==> src/rtl/tns_pkg.sv <==
// TNS decoder shared constants.
// Codeword weights, illegal pattern, radix and output width helper.
package tns_pkg;

    localparam logic [2:0] TNS_W2 = 3'd4;
    localparam logic [2:0] TNS_W1 = 3'd2;
    localparam logic [2:0] TNS_W0 = 3'd1;

    localparam logic [2:0] TNS_ILLEGAL = 3'b111;

    localparam int TNS_RADIX = 7;

    // Bits needed to hold any value below TNS_RADIX**n_grp.
    function automatic int tns_data_w(input int n_grp);
        longint unsigned span;
        span = 1;
        for (int i = 0; i < n_grp; i++) begin
            span = span * 64'(TNS_RADIX);
        end
        return $clog2(span);
    endfunction

endpackage

==> src/rtl/tns_digit_dec.sv <==
// Single TNS codeword decoder.
// Maps a 3-bit codeword to its digit and flags the forbidden pattern.
module tns_digit_dec
    import tns_pkg::*;
(
    input  logic [2:0] code,
    output logic [2:0] digit,
    output logic       illegal
);

    // Weighted sum of codeword bits plus illegal-pattern detect.
    always_comb begin
        digit = '0;
        if (code[2]) digit = digit + TNS_W2;
        if (code[1]) digit = digit + TNS_W1;
        if (code[0]) digit = digit + TNS_W0;
        illegal = (code == TNS_ILLEGAL);
    end

endmodule

==> src/rtl/tns_dec_stream.sv <==
// Streaming multi-group TNS decoder.
// Two-stage valid/ready pipeline: digit decode, then radix-7 combine.
module tns_dec_stream
    import tns_pkg::*;
#(
    parameter  int N_GRP  = 4,
    parameter  int CNT_W  = 16,
    localparam int DATA_W = tns_data_w(N_GRP)
) (
    input  logic               clk,
    input  logic               rst,
    input  logic               in_valid,
    output logic               in_ready,
    input  logic [3*N_GRP-1:0] codein,
    output logic               out_valid,
    input  logic               out_ready,
    output logic [DATA_W-1:0]  dataout,
    output logic               err,
    output logic [N_GRP-1:0]   err_grp,
    output logic [CNT_W-1:0]   err_cnt,
    input  logic               err_clr
);

    localparam int AW = DATA_W + 3;

    logic [N_GRP-1:0][2:0] dig;
    logic [N_GRP-1:0]      ill;

    logic                  s1_valid;
    logic [N_GRP-1:0][2:0] s1_dig;
    logic [N_GRP-1:0]      s1_ill;

    logic                  s2_adv;
    logic                  s1_load;
    logic [AW-1:0]         acc;

    for (genvar g = 0; g < N_GRP; g++) begin : g_dec
        tns_digit_dec u_dec (
            .code    (codein[3*g +: 3]),
            .digit   (dig[g]),
            .illegal (ill[g])
        );
    end

    assign s2_adv   = !out_valid | out_ready;
    assign in_ready = !s1_valid | s2_adv;
    assign s1_load  = in_valid & in_ready;

    // Stage 1 occupancy follows the input whenever the slot is free.
    always_ff @(posedge clk) begin
        if (rst) begin
            s1_valid <= 1'b0;
        end else if (in_ready) begin
            s1_valid <= in_valid;
        end
    end

    // Stage 1 payload only captures accepted beats, so idle X never enters.
    always_ff @(posedge clk) begin
        if (s1_load) begin
            s1_dig <= dig;
            s1_ill <= ill;
        end
    end

    // Horner combine, most significant group first.
    always_comb begin
        acc = '0;
        for (int g = N_GRP - 1; g >= 0; g--) begin
            acc = acc * AW'(TNS_RADIX) + AW'(s1_dig[g]);
        end
    end

    // Output register; holds its payload while the sink stalls.
    always_ff @(posedge clk) begin
        if (rst) begin
            out_valid <= 1'b0;
            dataout   <= '0;
            err       <= 1'b0;
            err_grp   <= '0;
        end else if (s2_adv) begin
            out_valid <= s1_valid;
            if (s1_valid) begin
                err     <= |s1_ill;
                err_grp <= s1_ill;
                dataout <= (|s1_ill) ? '0 : acc[DATA_W-1:0];
            end
        end
    end

    // Saturating count of delivered error beats; clear wins.
    always_ff @(posedge clk) begin
        if (rst) begin
            err_cnt <= '0;
        end else if (err_clr) begin
            err_cnt <= '0;
        end else if (out_valid & out_ready & err & ~&err_cnt) begin
            err_cnt <= err_cnt + CNT_W'(1);
        end
    end

endmodule

==> config.mk <==
export PLATFORM = sky130hd
export DESIGN_NAME = tns_dec_stream
export DESIGN_NICKNAME = d
export VERILOG_FILES = /design/src/rtl/tns_pkg.sv /design/src/rtl/tns_digit_dec.sv /design/src/rtl/tns_dec_stream.sv
export SDC_FILE = /design/constraint.sdc
export NUM_CORES = 1
export LEC_CHECK = 0
export ABC_CLOCK_PERIOD_IN_PS = 6320
export CAP_MARGIN = 30
export CORE_MARGIN = 2
export CORE_UTILIZATION = 25
export DETAILED_ROUTE_END_ITERATION = 7
export GPL_ROUTABILITY_DRIVEN = 1
export PLACE_DENSITY_LB_ADDON = 0.3
export SLEW_MARGIN = 10
export SYNTH_ARGS = -nofsm -noshare
export SYNTH_HDL_FRONTEND = slang
export SYNTH_SLANG_ARGS = --single-unit
==> constraint.sdc <==
create_clock -name clk -period 6.32 [get_ports clk]
set_clock_uncertainty 0.05 [all_clocks]
set_input_delay 0.632 -clock clk [delete_from_list [all_inputs] [get_ports clk]]
set_output_delay 0.632 -clock clk [all_outputs]
set_load 0.02 [all_outputs]
# Word-level counts from Yosys, hierarchy flattened
# Cells that the tools add are included.
totals:
  mem_bits_rw: 0
  mem_bits_ro: 0
  register_bits: 51
  latchBits: 0
  inputBits: 17
  mem_count: 0
  word_cells: 56
op_classes:
  eq_ne: 4
  n_shift: 0
  magnitude_cmp: 0
  bitwise_logic: 6
  muxes: 13
  n_mul: 3
  n_addsub: 12
  div: 0
  reduce_logical: 7
op_table:
  columns: ["operator", "n"]
  rows:
  - ["3-bit two-way mux", 12]
  - ["16-bit by 1-bit adder with 16-bit output (second input constant)", 1]
  - ["16-bit AND reduction", 1]
  - ["12-bit by 3-bit adder with 12-bit output", 1]
  - ["3-bit by 1-bit adder with 3-bit output (second input constant)", 4]
  - ["3-bit by 2-bit adder with 3-bit output (second input constant)", 4]
  - ["3-bit equality test (second input constant)", 4]
  - ["11-bit by 3-bit multiplier with 12-bit output (second input constant)", 1]
  - ["12-bit two-way mux", 1]
  - ["10-bit by 3-bit adder with 11-bit output", 1]
  - ["7-bit by 3-bit multiplier with 10-bit output (second input constant)", 1]
  - ["6-bit by 3-bit adder with 7-bit output", 1]
  - ["3-bit by 3-bit multiplier with 6-bit output (second input constant)", 1]
  - ["1-bit AND", 4]
  - ["4-bit OR reduction", 1]
  - ["1-bit logical NOT", 3]
  - ["1-bit OR", 2]
  - ["2-bit AND reduction", 1]
  - ["2-bit OR reduction", 1]

# Logic depth before layout (Yosys ltp)
# Gate-level depths: netlist (run 1).
logic_depth:
  ltp_word: 7
  depth_mapped: 29

# Cells and area by module
# Synthesis (run 1) repeated with hierarchy kept, for this count alone.
unflattened:
  cells_unflattened: 384
  hier_area_um2: 3763.6
modules_own_cells:
  columns: ["mod", "seq_area_each_um2", "cells_per_inst", "n_inst", "area_per_inst_um2"]
  rows:
  - ["tns_dec_stream", 1181.1, 368, 1, 3648.5]
  - ["tns_digit_dec", 0.0, 4, 4, 28.8]

# Worst setup path before layout (run 1)
# No wires, ideal clock.
synth_timing:
  path_type: "flip-flop to flip-flop"
  start: "register s1_dig[10] (netlist bit)"
  end: "register dataout[11]"
  period_less_slack_ns: 6.989
  arrival_time_ns: 6.821
  setup_slack_ns: -0.669
  path_stages_with_launch: 26
  required_ns: 6.153
  cell_sequence: "edfxtp_1 > fa_1 > inv_1 > fa_1 > inv_1 > fa_1 > a21o_1 > a21oi_1 > xnor2_1 > xor2_1 > ha_1 > ha_1 > ha_1 > or4_1 > o21ai_0 > or3_4 > nand2_1 > fa_1 > ha_1 > ha_1 > a21oi_1 > and3_1 > and3_1 > a2111o_1 > a21o_1 > a32o_1"
synth_via:
  elab_chain_cells: 7
synth_lines:
  columns: ["element", "line_no", "text"]
  rows:
  - ["start: declaration", "tns_dec_stream.sv:30", "logic [N_GRP-1:0][2:0] s1_dig;"]
  - ["start signal: assignment", "tns_dec_stream.sv:61", "s1_dig <= dig;"]
  - ["3-bit by 3-bit multiplier with 6-bit output", "tns_dec_stream.sv:70", "acc = acc * AW'(TNS_RADIX) + AW'(s1_dig[g]);"]
  - ["6-bit by 3-bit adder with 7-bit output", "tns_dec_stream.sv:70", null]
  - ["7-bit by 3-bit multiplier with 10-bit output", "tns_dec_stream.sv:70", null]
  - ["10-bit by 3-bit adder with 11-bit output", "tns_dec_stream.sv:70", null]
  - ["11-bit by 3-bit multiplier with 12-bit output", "tns_dec_stream.sv:70", null]
  - ["12-bit by 3-bit adder with 12-bit output", "tns_dec_stream.sv:70", null]
  - ["12-bit two-way mux", "tns_dec_stream.sv:86", "dataout <= (|s1_ill) ? '0 : acc[DATA_W-1:0];"]
  - ["end signal: assignment", "tns_dec_stream.sv:86", null]
  - ["end: declaration", "tns_dec_stream.sv:17", "output logic [DATA_W-1:0] dataout,"]
# Every way passes these cells.
# A chain may end at the register's enable or synchronous reset.

# Worst setup path in the final report (run 1)
layout_timing:
  start: "register s1_dig[11] (netlist bit)"
  end: "register dataout[11]"
# The elaborated chain is that of the path after synthesis.

==> results of run 1 <==
cells in the final DEF, fill, tap and decap left out, types with 7 or more instances in the layout:
cell type	instances
ha_4	14
inv_1	26
xnor2_2	7
clkdlybuf4s50_1	51
a21oi_2	11
a21o_1	12
edfxtp_1	16
xor2_1	16
nand2_1	22
ha_1	38
dfxtp_1	35
fa_1	10
nor2_1	38
buf_4	57
nand3_1	8
a21oi_1	11
xnor2_1	11
a22oi_1	7
cell type report:
class | instances | area [um2]
flip-flops and latches | 51 | 1180
clock inverters | 2 | 38.8
fillers | 1432 | 8980
well taps | 184 | 230
multi-input cells | 297 | 2820
clock buffers | 6 | 129
inverters | 30 | 113
repair buffers | 112 | 983
metal layers:
metal	up-vias	wire length (um)	part of all wire [%]
met5	-	0	0
met1	1508	3890	43
met4	0	125	1.4
met2	47	4530	50
met3	12	432	4.8
li1	1581	-	-
through the flow:
stage | setup TNS, ps | hold WS [ps]
after detailed placement | -639 | 412
after global routing | -1420 | 440
after global placement | -319 | 401
after floorplan | -154 | 438
final | -529 | 416
after CTS | -301 | 424
path summary, 6_finish.rpt:
path | from | end | slack, ps
max | s1_dig[11]$_DFFE_PP_ | dataout[11]$_SDFFE_PP0P_ | -420
min | err_grp[0]$_SDFFE_PP0P_ | err_grp[0]$_SDFFE_PP0P_ | 420
max reg2reg | s1_dig[11]$_DFFE_PP_ | dataout[11]$_SDFFE_PP0P_ | -420
min reg2reg | err_grp[0]$_SDFFE_PP0P_ | err_grp[0]$_SDFFE_PP0P_ | 420
flip-flops by register name, indices dropped and copies added, names as in the netlist:
| register | count |
|---|---|
| err_grp | 4 |
| err_cnt | 16 |
| s1_dig | 12 |
| s1_valid | 1 |
| dataout | 12 |
| out_valid | 1 |
| s1_ill | 4 |
| err | 1 |
timing repair:
| action | CTS | global route |
|---|---|---|
| setup endpoints to repair | 4 | 6 |
| resized for setup | 17 | 45 |
| setup buffers | 2 | 6 |
| pin swaps | 14 | 48 |
cell families after synthesis:
kind of cell	Yosys count
AND/OR/NAND/NOR	111
AO/OA/AOI/OAI	76
adder cells (fa/ha/maj)	72
flip-flops	51
XOR/XNOR	37
buffers and inverters	36
multiplexers	1
worst reg2reg max path, stage by stage (launching register included):
cell and delay, ps:
edfxtp_1 410, fa_1 570, inv_2 40, fa_1 510
inv_2 50, fa_2 380, a21o_1 200, a21oi_2 170
xnor2_2 140, xor2_1 270, ha_2 350, ha_4 280
ha_4 190, or4_4 480, o21ai_2 80, or3_4 150
nand2_2 50, fa_1 560, ha_4 220, ha_4 280
a21oi_4 60, and3_4 180, and3_4 180, a2111o_1 400
a21o_1 160, a32o_1 230
==> metrics, run 1 <==
outcome complete, but fails checks; failing checks setup timing; Nets 583; # setup viols final 3; IO Port Bufs just over 50; largest net degree at the start of global routing 19; critical path's slowest cell fa_1; Synth Flop Type dfxtp_1; worst-path fanout max 3; Hold Path Class register to register; endpoint type of the worst setup path register; core footprint ~14000 um2; Post-Synth Simple-Gate Area between 10% and 20%; worst stage delay on the critical path roughly 570 ps; Area after DPL 4950 um2; Clock Latency Late Sink a little under 300 ps; total vias in the final route around 3100; gp weighted congestion roughly 0.80; Vias/cell between 4 and 5; R2R cell count 25; Die X between 100 and 150 um; Max Cap Viol 0; # H-tree levels 2; max_slew headroom 38.9%; hold buffer count at CTS 0; die height roughly 130 um; layout cells sized above 1 approximately 27%; Most Crowded Layer GR met2; Yosys top cell area share a little under a fifth; pre-CTS setup slack -349 ps; DRC 0; Synth Area in XOR/XNOR 8.76%; Longest Clk Path Bufs 2; dpl cells approximately 670; first-pass GRT wire length between 10 and 15 mm; die area between 15000 and 20000 um2; antenna violations before repair 0; WHS Path Cells 2; synth top area cells dfxtp_1 (19%), ha_1 (18%), edfxtp_1 (13%), fa_1 (8.1%), xor2_1 (4.5%); Worst-Margin Slew 893 ps; detailed placement HPWL around 7 mm; min Tclk post-route roughly 6700 ps; CTS Buf Count 5; root buf cell clkbuf_16; Seq/Total Area, Yosys between 30% and 40%; num rows 44; crit-path most repeated cell ha_4; top-count cell post-synth ha_1; Final ANT Viol Nets 0; first drt pass iteration count 4; Congestion Overflow GR 0; routed len/inst approximately 13 um; unrepaired setup endpoints after global routing yes; adder and majority gate portion of the synthesized area between 20% and 30%; critical path depth 25; largest family of logic cells by synthesized area adder cells; Clock Sinks slightly above 50; Slew Viols, Final 0; warning count from the yosys run 0; grt met2 use between 20% and 30%; Hold Vio Cnt, Final 0; Total GRT Usage a little under an eighth; final wirelength approximately 9 mm; TritonCTS clock tree done; critical path class register to register; initial DRC count 118; FMAX ~0.15 GHz; most frequent cells after synthesis ha_1 (54), nor2_1 (39), dfxtp_1 (35); CP arrival around 6900 ps; period utilization 107%; count of different cell masters after synthesis 45; vias in the first global route about 3200; register bit total from synthesis slightly above 50; CP bufs+invs 2; Post-Layout Cell Count between 600 and 700; critical path required time approximately 6500 ps; Final Util a little under two fifths; Initial Util 25.5%; CP startpoint kind register; Synth Area in Compound Gates 13.6%; CP delay by family, top adder cells; antenna cells 0; number of I/O pins 52; met3 Track Usage GR around 3.6%; mux share of post-synthesis cell area less than 1%; Mapped Nets 470; cells after synthesis 384; met1 Usage GRT about an eighth; Final Cell Area around 5500 um2; Cell Area, Synth ~3700 um2; area leader, netlist dfxtp_1; Setup WS post-layout -423 ps; CTS clock-pin slew for the worst setup and hold paths approximately 70 ps; async set-reset flop share out of synthesis 0%; Post-synth EDFFs 16; Mean Syn Cell Area just under 10 um2; area delta synth->final 48.5%
Power of run 1 is left out: the tool's default activity adds up to more than one toggle a clock period on the data nets, which glitch-free logic cannot reach.
==> inputs of run 2 (changes only) <==
- CORE_MARGIN: 2 -> 1
==> metrics, run 2 (synthesis gave the netlist of run 1 again) <==
outcome complete, but fails checks (unchanged); failing checks setup timing (unchanged); Vias/cell 4.53 (was 4.62); CTS Buf Count 5 (unchanged); detailed placement HPWL 6.68 mm (was 6.88 mm); max_slew headroom 37.0% (was 38.9%); antenna cells 0 (unchanged); initial DRC count 88 (was 118); RR Endpoint dataout[11]$_SDFFE_PP0P_ (unchanged); # setup viols final 2 (was 3); total vias in the final route 3086 (was 3148); Die X 124 um (was 126 um); R2R Setup Slk -360 ps (was -420 ps); Max Cap Viol 0 (unchanged); Hold Vio Cnt, Final 0 (unchanged); CP startpoint kind register (unchanged); Final ANT Viol Nets 0 (unchanged); critical path class register to register (unchanged); die area 15300 um2 (was 15800 um2); TritonCTS clock tree done (unchanged); Regs by FF count err_cnt x16, dataout x12, s1_dig x12 (unchanged); largest net degree at the start of global routing 19 (unchanged); IO Port Bufs 51 (unchanged); worst-path fanout max 3 (unchanged); Final Util 37.4% (was 37.9%); most common cell after layout, fill and taps aside buf_4 (unchanged); Critical path origin s1_dig[10]$_DFFE_PP_ (was s1_dig[11]$_DFFE_PP_); Initial Util 25.5% (unchanged); worst stage delay on the critical path 560 ps (was 570 ps); final wirelength 8.39 mm (was 8.98 mm); CP bufs+invs 3 (was 2); max reg flops 16 (unchanged); FMAX 0.150 GHz (was 0.148 GHz); first drt pass iteration count 4 (unchanged); routed len/inst 12.3 um (was 13.2 um); Total GRT Usage 11.8% (was 11.4%); Reg with most FFs err_cnt (unchanged); Congestion Overflow GR 0 (unchanged); hold buffer count at CTS 0 (unchanged); Hold Path Class register to register (unchanged); post-route setup TNS -377 ps (was -529 ps); CTS clock-pin slew for the worst setup and hold paths 70 ps (about the same); root buf cell clkbuf_16 (unchanged); antenna violations before repair 0 (unchanged); first-pass GRT wire length 14.3 mm (was 14.9 mm); R2R Path Start s1_dig[10]$_DFFE_PP_ (was s1_dig[11]$_DFFE_PP_); number of I/O pins 52 (unchanged); die height 124 um (was 126 um); Worst-Margin Slew 921 ps (was 893 ps); period utilization 106% (was 107%); # H-tree levels 2 (unchanged); commonest cells after routing, fill and taps aside buf_4 (59), clkdlybuf4s50_1 (51), ha_1 (40), nor2_1 (39), dfxtp_1 (35) (was buf_4 (57), clkdlybuf4s50_1 (51), nor2_1 (38), ha_1 (38), dfxtp_1 (35)); min Tclk post-route 6680 ps (was 6740 ps); Nets 582 (was 583); Longest Clk Path Bufs 2 (unchanged); crit-path most repeated cell ha_4 (unchanged); endpoint type of the worst setup path register (unchanged); num rows 44 (unchanged); R2R cell count 26 (was 25); CP arrival 6820 ps (was 6880 ps); critical path's slowest cell fa_1 (unchanged); critical path required time 6460 ps (about the same); pre-CTS setup slack -358 ps (was -349 ps); vias in the first global route 3149 (was 3243); Setup WS post-layout -361 ps (was -423 ps); layout cells sized above 1 24.5% (was 27.3%); Post-Layout Cell Count 681 (was 682); Fillers 1431 (was 1432); Clock Latency Late Sink 300 ps (was 290 ps); core footprint 14500 um2 (unchanged); Clock Sinks 51 (unchanged); unrepaired setup endpoints after global routing yes (unchanged); CP Capture Point dataout[11]$_SDFFE_PP0P_ (unchanged); critical path depth 26 (was 25); Slew Viols, Final 0 (unchanged); DRC 0 (unchanged); gp weighted congestion 0.754 (was 0.802); CP delay by family, top adder cells (unchanged); dpl cells 665 (was 667); area delta synth->final 46.4% (was 48.5%)
[run 2: cell type report]
cell class | instances | area [um2] | area share, %
Clock inverter | 2 | 38.8 | 0.716
Multi-Input combinational cell | 297 | 2760 | 51.0
Inverter | 30 | 113 | 2.08
Timing Repair Buffer | 111 | 965 | 17.8
Tap cell | 184 | 230 | 4.25
Clock buffer | 6 | 129 | 2.38
Sequential cell | 51 | 1180 | 21.8
[run 2: repair_timing]
| action | 4_1_cts | 5_1_grt |
|---|---|---|
| endpoints found under the setup margin | 4 | 6 |
| buffers inserted | 2 | 6 |
| pin swaps | 13 | 29 |
| resized for setup | 14 | 28 |
[run 2: metrics by stage]
stage / cell area [um2] / hold slack, ps
3_3_place_gp: 4940 / 401
4_1_cts: 5190 / 423
2_1_floorplan: 3840 / 438
3_5_place_dp: 4940 / 414
5_1_grt: 5420 / 437
6_report: 5420 / 414
[run 2: how the worst min path moves through the flow]
| stage | cells past startpoint | slack, ps | to | start |
|---|---|---|---|---|
| 2_1_floorplan | 2 | 440 | err_grp[2]$_SDFFE_PP0P_ | s1_ill[2]$_DFFE_PP_ |
| 3_3_place_gp | 2 | 400 | err_grp[2]$_SDFFE_PP0P_ | err_grp[2]$_SDFFE_PP0P_ |
| 3_5_place_dp | 2 | 410 | err_grp[2]$_SDFFE_PP0P_ | err_grp[2]$_SDFFE_PP0P_ |
| 4_1_cts | 2 | 420 | err_grp[0]$_SDFFE_PP0P_ | err_grp[0]$_SDFFE_PP0P_ |
| 5_1_grt | 2 | 440 | err_grp[0]$_SDFFE_PP0P_ | err_grp[0]$_SDFFE_PP0P_ |
| 6_report | 2 | 410 | err_grp[0]$_SDFFE_PP0P_ | err_grp[0]$_SDFFE_PP0P_ |
[run 2: per-layer routing]
metal  share of wire, %  global-route usage [%]  vias to the layer above
li1                   -                       -                     1578
met1                 44                    14.2                     1449
met2                 49                    20.7                       52
met3                5.3                    3.34                        7
met4               0.92                    2.94                        0
met5                  0                       0                        -
[run 2: worst reg2reg max path, delay by kind of cell, from the launching register on]
family | cells | cell delay (ps)
adder cells (fa/ha/maj) | 9 | 3130
AO/OA/AOI/OAI | 7 | 1320
AND/OR/NAND/NOR | 5 | 1070
flip-flops | 1 | 420
XOR/XNOR | 2 | 340
buffers and inverters | 3 | 250
Power of run 2 is left out for the same reason.
